## src/rtl/pit_audio_pkg.sv

```systemverilog
// Shared constants and helpers for the PIT audio path.
package pit_audio_pkg;

  localparam int          PIT_OUT_W     = 16;
  localparam int          PIT_SHIFT     = 4;
  localparam logic [15:0] PIT_LEVEL     = 16'h3000;
  localparam logic [15:0] PIT_AUX_LEVEL = 16'h1000;
  localparam int          PIT_CHANNELS  = 3;

  // Clamp an unsigned value to the largest number representable in 'width' bits.
  function automatic logic [63:0] sat_to_width(input logic [63:0] value, input int width);
    logic [63:0] max_val;
    max_val = (width >= 64) ? '1 : ((64'd1 << width) - 64'd1);
    return (value > max_val) ? max_val : value;
  endfunction

endpackage

```

## src/rtl/pit_audio_sdm.sv

```systemverilog
// First-order sigma-delta modulator: dout density tracks din / 2^OUT_W.
module pit_audio_sdm #(
  parameter int OUT_W = 16
) (
  input  logic             clk,
  input  logic             rst_n,
  input  logic [OUT_W-1:0] din,
  output logic             dout
);

  logic [OUT_W:0] sd;
  logic [OUT_W:0] sd_next;

  // Carry out of the fractional accumulator is the output bit.
  always_comb begin
    sd_next = {1'b0, sd[OUT_W-1:0]} + {1'b0, din};
  end

  // Accumulator and output bit, cleared asynchronously.
  always_ff @(posedge clk or negedge rst_n) begin
    if (!rst_n) begin
      sd   <= '0;
      dout <= 1'b0;
    end else begin
      sd   <= sd_next;
      dout <= sd_next[OUT_W];
    end
  end

endmodule

```

## src/rtl/pit_sound_mixer.sv

```systemverilog
// Mixes the three PIT outputs plus an aux bit, low-pass filters the mix
// with a one-pole IIR, and drives a sigma-delta DAC bit.
module pit_sound_mixer
  import pit_audio_pkg::*;
#(
  parameter int               OUT_W     = PIT_OUT_W,
  parameter int               SHIFT     = PIT_SHIFT,
  parameter logic [OUT_W-1:0] LEVEL     = OUT_W'(PIT_LEVEL),
  parameter logic [OUT_W-1:0] AUX_LEVEL = OUT_W'(PIT_AUX_LEVEL)
) (
  input  logic             clk,
  input  logic             rst_n,
  input  logic             tce,
  input  logic [2:0]       pit_out,
  input  logic [2:0]       ch_en,
  input  logic             aux,
  output logic [OUT_W-1:0] audio,
  output logic             audio_valid,
  output logic             dac_bit
);

  // Two guard bits hold the worst-case sum of three channels plus aux.
  localparam int SUM_W = OUT_W + 2;
  // Fractional bits below the sample keep the IIR from stalling on truncation.
  localparam int ACC_W = OUT_W + SHIFT;

  logic [SUM_W-1:0] chan_term [PIT_CHANNELS];
  logic [SUM_W-1:0] raw_sum;
  logic [OUT_W-1:0] mix_sat;
  logic [OUT_W-1:0] mix;
  logic             mix_ce;
  logic [ACC_W-1:0] acc;
  logic [ACC_W-1:0] acc_next;

  // Each enabled, high channel contributes one LEVEL.
  genvar gi;
  generate
    for (gi = 0; gi < PIT_CHANNELS; gi++) begin : g_chan
      assign chan_term[gi] = (pit_out[gi] && ch_en[gi]) ? SUM_W'(LEVEL) : '0;
    end
  endgenerate

  // Sum the channel terms and aux, then clamp to the sample range.
  always_comb begin
    raw_sum = aux ? SUM_W'(AUX_LEVEL) : '0;
    for (int i = 0; i < PIT_CHANNELS; i++) begin
      raw_sum = raw_sum + chan_term[i];
    end
    mix_sat = OUT_W'(sat_to_width(64'(raw_sum), OUT_W));
  end

  // Stage 1: capture the mix only on timer strobes.
  always_ff @(posedge clk or negedge rst_n) begin
    if (!rst_n) begin
      mix    <= '0;
      mix_ce <= 1'b0;
    end else begin
      mix_ce <= tce;
      if (tce) begin
        mix <= mix_sat;
      end
    end
  end

  // acc settles at mix << SHIFT, so the intermediate wrap is harmless.
  always_comb begin
    acc_next = acc + ACC_W'(mix) - (acc >> SHIFT);
  end

  // Stage 2: IIR update and output sample, one per captured mix.
  always_ff @(posedge clk or negedge rst_n) begin
    if (!rst_n) begin
      acc         <= '0;
      audio       <= '0;
      audio_valid <= 1'b0;
    end else begin
      audio_valid <= mix_ce;
      if (mix_ce) begin
        acc   <= acc_next;
        audio <= acc_next[ACC_W-1:SHIFT];
      end
    end
  end

  pit_audio_sdm #(
    .OUT_W(OUT_W)
  ) u_sdm (
    .clk  (clk),
    .rst_n(rst_n),
    .din  (audio),
    .dout (dac_bit)
  );

endmodule

```

## config.mk

```make
export PLATFORM = sky130hd
export DESIGN_NAME = pit_sound_mixer
export DESIGN_NICKNAME = d
export VERILOG_FILES = /design/src/rtl/pit_audio_pkg.sv /design/src/rtl/pit_audio_sdm.sv /design/src/rtl/pit_sound_mixer.sv
export SDC_FILE = /design/constraint.sdc
export NUM_CORES = 1
export LEC_CHECK = 0
export ABC_CLOCK_PERIOD_IN_PS = 2800
export BUFFER_PORTS_ARGS = -buffer_cell sky130_fd_sc_hd__buf_4
export CAP_MARGIN = 20
export CORE_UTILIZATION = 55
export CTS_CLUSTER_DIAMETER = 80
export DETAILED_ROUTE_END_ITERATION = 10
export GPL_ROUTABILITY_DRIVEN = 0
export GPL_TIMING_DRIVEN = 1
export PLACE_DENSITY = 0.77
export SETUP_SLACK_MARGIN = 0.5
export SLEW_MARGIN = 30
export SYNTH_ARGS = -nofsm -noshare
export SYNTH_HDL_FRONTEND = slang
export SYNTH_SLANG_ARGS = --single-unit
```

## constraint.sdc

```tcl
create_clock -name clk -period 2.8 [get_ports clk]
set_clock_uncertainty 0.05 [all_clocks]
set_input_delay 0.14 -clock clk [delete_from_list [all_inputs] [get_ports clk]]
set_output_delay 0.14 -clock clk [all_outputs]
set_load 0.005 [all_outputs]
```

Word-level counts from Yosys, hierarchy flattened
Index checks and enable logic that the tools add are counted.
{ "word_totals": {"output_inout_bits": 18, "input_bits": 10, "elab_cells": 22, "register_bits": 71} }
{ "op_classes": {"magnitude_cmp": 1, "reduce_logical": 3, "add_sub_neg": 6, "muxes": 5} }
{ "op_table": {"columns": ["op", "count"], "rows": [
  ["2-to-1 mux 14 bit", 3],
  ["adder 20 x 16 -> 20 bit", 1],
  ["subtractor 20 x 16 -> 20 bit", 1],
  ["adder 16 x 14 -> 17 bit", 1],
  ["adder 16 x 16 -> 17 bit", 1],
  ["> comparator 17 x 16 -> 1 bit, second input constant", 1],
  ["adder 15 x 14 -> 16 bit", 1],
  ["2-to-1 mux 16 bit", 1],
  ["adder 13 x 14 -> 15 bit", 1],
  ["2-to-1 mux 13 bit", 1],
  ["logical AND 1 bit", 3]
]} }

Depth between registers and ports, before layout
{ "logic_depth": {"word_depth": 7, "depth_mapped": 14, "ltp_nobuf": 14} }

Hierarchy
From an unflattened synthesis, not the netlist that was laid out.
{ "unflattened": {"hier_cells": 393, "hier_area_um2": 3627.2} }
{ "modules_own_cells": {"columns": ["module", "area_per_inst_um2", "seq_area_each_um2", "cells_each", "instances"], "rows": [
  ["pit_sound_mixer", 2454.9, 650.6, 275, 1],
  ["pit_audio_sdm", 1172.4, 425.4, 118, 1]
]} }

Worst setup path after synthesis
No wires, ideal clock.
{ "synth_path": {"kind": "register to register", "startpoint": "register acc[5]", "endpoint": "register acc[13]", "synth_period_minus_slack_ns": 3.021, "path_buffers": 0, "setup_time_ns": 0.140, "t_required_ns": 2.610, "path_stages_with_launch": 14, "arrival_time_ns": 2.831, "path_slack_ns": -0.221, "cell_sequence": "dfrtp_1 inv_1 ha_1 ha_1 inv_1 fa_1 nor2b_1 o21a_1 a311o_2 a311o_2 a21o_2 a21oi_2 xor2_1 mux2i_1"} }
{ "synth_via": {"elab_chain_cells": 2} }
{ "synth_lines": {"columns": ["element", "line_no", "text"], "rows": [
  ["start, declared", "pit_sound_mixer.sv:32", "logic [ACC_W-1:0] acc;"],
  ["start signal, assigned", "pit_sound_mixer.sv:79", "acc <= acc_next;"],
  ["adder 20 x 16 -> 20 bit", "pit_sound_mixer.sv:67", "acc_next = acc + ACC_W'(mix) - (acc >> SHIFT);"],
  ["subtractor 20 x 16 -> 20 bit *", "pit_sound_mixer.sv:67", null]
]} }
Every way passes the cells marked *; elsewhere a longest branch is shown, timed or not.
A chain may end at the register's enable or synchronous reset.

Worst setup path in the final report
Ends and elaborated chain as after synthesis.

==> impl_metrics.py <==
metrics = {
    "floorplan": {
        "ios": 28,
        "die-area_um2": 6390,
        "initial_core_util": 0.568,
        "placementRows": 28,
        "die_h_um": 80.0,
        "core_area_um2": 5890,
        "die_w_um": 80.0,
    },
    "clock_tree": {
        "cts_tree": "built",
        "clock_latency_ns": 0.31,
        "cts_sinks": 43,
        "cts.path.max_buffers": 2,
        "root_buffer": "clkbuf_8",
        "cts_buffers": 5,
        "htree_num_levels": 2,
        "clkTransAtPathRegs_ns": 0.09,
    },
    "outcome": {
        "failed_checks": "negative setup slack",
        "outcome": "finished, violations left",
    },
    "route": {
        "viasPerCell": 5.55,
        "num_vias": 2703,
        "drc": 0,
        "routed_wl_um": 8070,
        "drtIter0Drc": 125,
        "wire_per_inst_um": 16.6,
        "firstDrtPassIters": 4,
        "ant_nets": 0,
    },
    "timing": {
        "rsz0062_at_grt": "yes",
        "fin_crit_sh": 1.02,
        "layout_setup_ws_ns": -0.0522,
        "tightestPinTransition_ns": 0.555,
        "slew_headroom": 0.630,
        "drv_slew": 0,
        "hold_viol": 0,
        "max_freq_mhz": 351,
        "setup_violations": 2,
        "period_minus_slack_ns": 2.85,
    },
    "cells_and_area": {
        "fill_cells": 372,
        "layout_common_cells": "buf_4 (63), dfrtp_1 (41), inv_1 (33)",
        "nNetsFinal": 479,
        "n_antenna_cell": 0,
        "layout_commonest_cell": "buf_4",
        "layout-drive-gt1-share": 0.422,
        "fin_util": 0.783,
        "area_delta_synth_final_pct": 37.8,
    },
    "logic_synthesis": {
        "synth_area_um2": 3340,
        "async_flop_share": 1.00,
        "synth_seq_cells": 43,
        "synth_cell_types": 41,
        "netlist_instances": 345,
        "yosysSeqAreaShare": 0.322,
        "synth_nets": 413,
        "syn_area_per_cell_um2": 9.69,
        "synth_edf_count": 0,
        "synth_ff_type": "dfrtp_1",
        "ys_warn_count": 0,
    },
    "placement": {
        "port_buffers": 27,
        "hpwl_um": 5250,
    },
    "critical_path": {
        "crit_path_top_delay_cell": "a311o_2",
        "critical-path-max-stage-delay_ns": 0.42,
        "r2r_setup_slack_ns": -0.05,
        "cp_max_fo": 4,
        "cp.depth": 11,
        "reg2regPathDepth": 11,
        "cp.required_ns": 2.94,
        "crit_chain": "buf_4 -> ha_4 -> ha_4 -> a21oi_2 -> nor2_1 -> a311o_2 -> a311o_2 -> a21o_2 -> a21oi_2 -> xor2_1 -> mux2i_1",
        "cp.arrival_ns": 2.99,
        "endpoint": "acc[13]",
        "cp-start-kind": "flop",
        "r2r-end": "acc[13]",
        "critPathLaunch": "acc[5]",
        "path_class": "flop to flop",
        "r2r_start": "acc[5]",
        "critPathBufInv": 1,
        "critical_path.endpoint_type": "flop",
        "crit_family": "compound AO/OA/AOI/OAI gates",
    },
    "hold_path": {
        "min_path_type": "primary input to flop",
        "whs_path_depth": 5,
    },
    "grt": {
        "track_usage": 0.260,
        "grt_pass1_wl_um": 12600,
        "antenna_found_initial": 0,
        "grt_max_degree": 44,
        "grt.overflow.total": 0,
        "grt_pass1_vias": 2694,
    },
    "job": {
        "cap_violations": 0,
    },
}
[metal layers]
layer / part of all wire / vias up / GRT usage
li1: - / 1306 / -
met1: 0.43 / 1323 / 0.305
met2: 0.52 / 54 / 0.477
met3: 0.027 / 20 / 0.0434
met4: 0.027 / 0 / 0.0875
met5: 0 / - / 0
[worst min path at each step]
stage                    start            to
floorplan                rst_n        acc[0]
global placement         rst_n  u_sdm.sd[14]
detailed placement       rst_n    u_sdm.dout
CTS                 pit_out[0]       mix[12]
global route          ch_en[0]       mix[12]
finish              pit_out[0]       mix[12]
[worst reg2reg max path: stages, from the launching register on]
cell and delay (ns):
dfrtp_1 0.39, buf_4 0.15, ha_4 0.24, ha_4 0.23
a21oi_2 0.18, nor2_1 0.07, a311o_2 0.38, a311o_2 0.42
a21o_2 0.21, a21oi_2 0.14, xor2_1 0.18, mux2i_1 0.10
[layout make-up]
class | count | area [um^2] | area share
sequential | 43 | 1080 | 0.234
clock buffer | 7 | 96.3 | 0.0209
inverter | 42 | 158 | 0.0342
clock inverter | 1 | 7.51 | 0.00163
timing repair buffer | 78 | 639 | 0.139
tap | 75 | 93.8 | 0.0204
multi-input combinational | 241 | 2530 | 0.550
[cell families after synthesis]
group	after synthesis	share of synthesized area
fa+ha+maj	58	0.237
buf+inv	61	0.0865
mux	8	0.0251
flops	43	0.322
xor+xnor	29	0.0760
simple gates	54	0.0786
compound gates	92	0.174
[Yosys cell counts (4+ instances only)]
library cell / n / area, um^2
nand3_1: 4 / 20.0
o21bai_1: 6 / 45.0
mux2i_1: 5 / 50.1
nand2_1: 22 / 82.6
dfrtp_1: 43 / 1080
inv_1: 42 / 158
o21ai_0: 28 / 140
buf_4: 16 / 120
nor2_1: 9 / 33.8
xnor2_1: 19 / 166
a21oi_1: 30 / 150
a21o_1: 5 / 37.5
and3_1: 4 / 25.0
ha_1: 49 / 613
xor2_1: 10 / 87.6
fa_1: 9 / 180
[state kept, by name (all words and copies together), names as in the netlist]
register,cells
u_sdm.dout,1
acc,20
u_sdm.sd,16
audio_valid,1
mix_ce,1
mix,4
[metrics by stage]
step / setup WS [ns] / cell area, um^2 / hold slack, ns / std cells / setup TNS, ns
after floorplan: -0.0159 / 3570 / -0.206 / 345 / -0.0357
after detailed placement: -0.0763 / 3890 / 0.122 / 448 / -0.205
after global routing: -0.111 / 4610 / 0.330 / 487 / -0.330
final: -0.0522 / 4610 / 0.302 / 487 / -0.0629
after CTS: -0.00261 / 4340 / 0.298 / 477 / -0.00261
after global placement: -0.0304 / 3890 / 0.117 / 448 / -0.0608
[timing repair]
action / 4_1_cts / 5_1_grt
hold endpoints to repair: 44 / 0
gates resized for setup: 37 / 41
pin swaps: 28 / 27
buffers inserted: 19 / 10
setup endpoints to repair: 16 / 20
hold buffers: 2 / 0
Power is left out: the tool's default activity adds up to more than one toggle a clock period on the data nets, which glitch-free logic cannot reach.
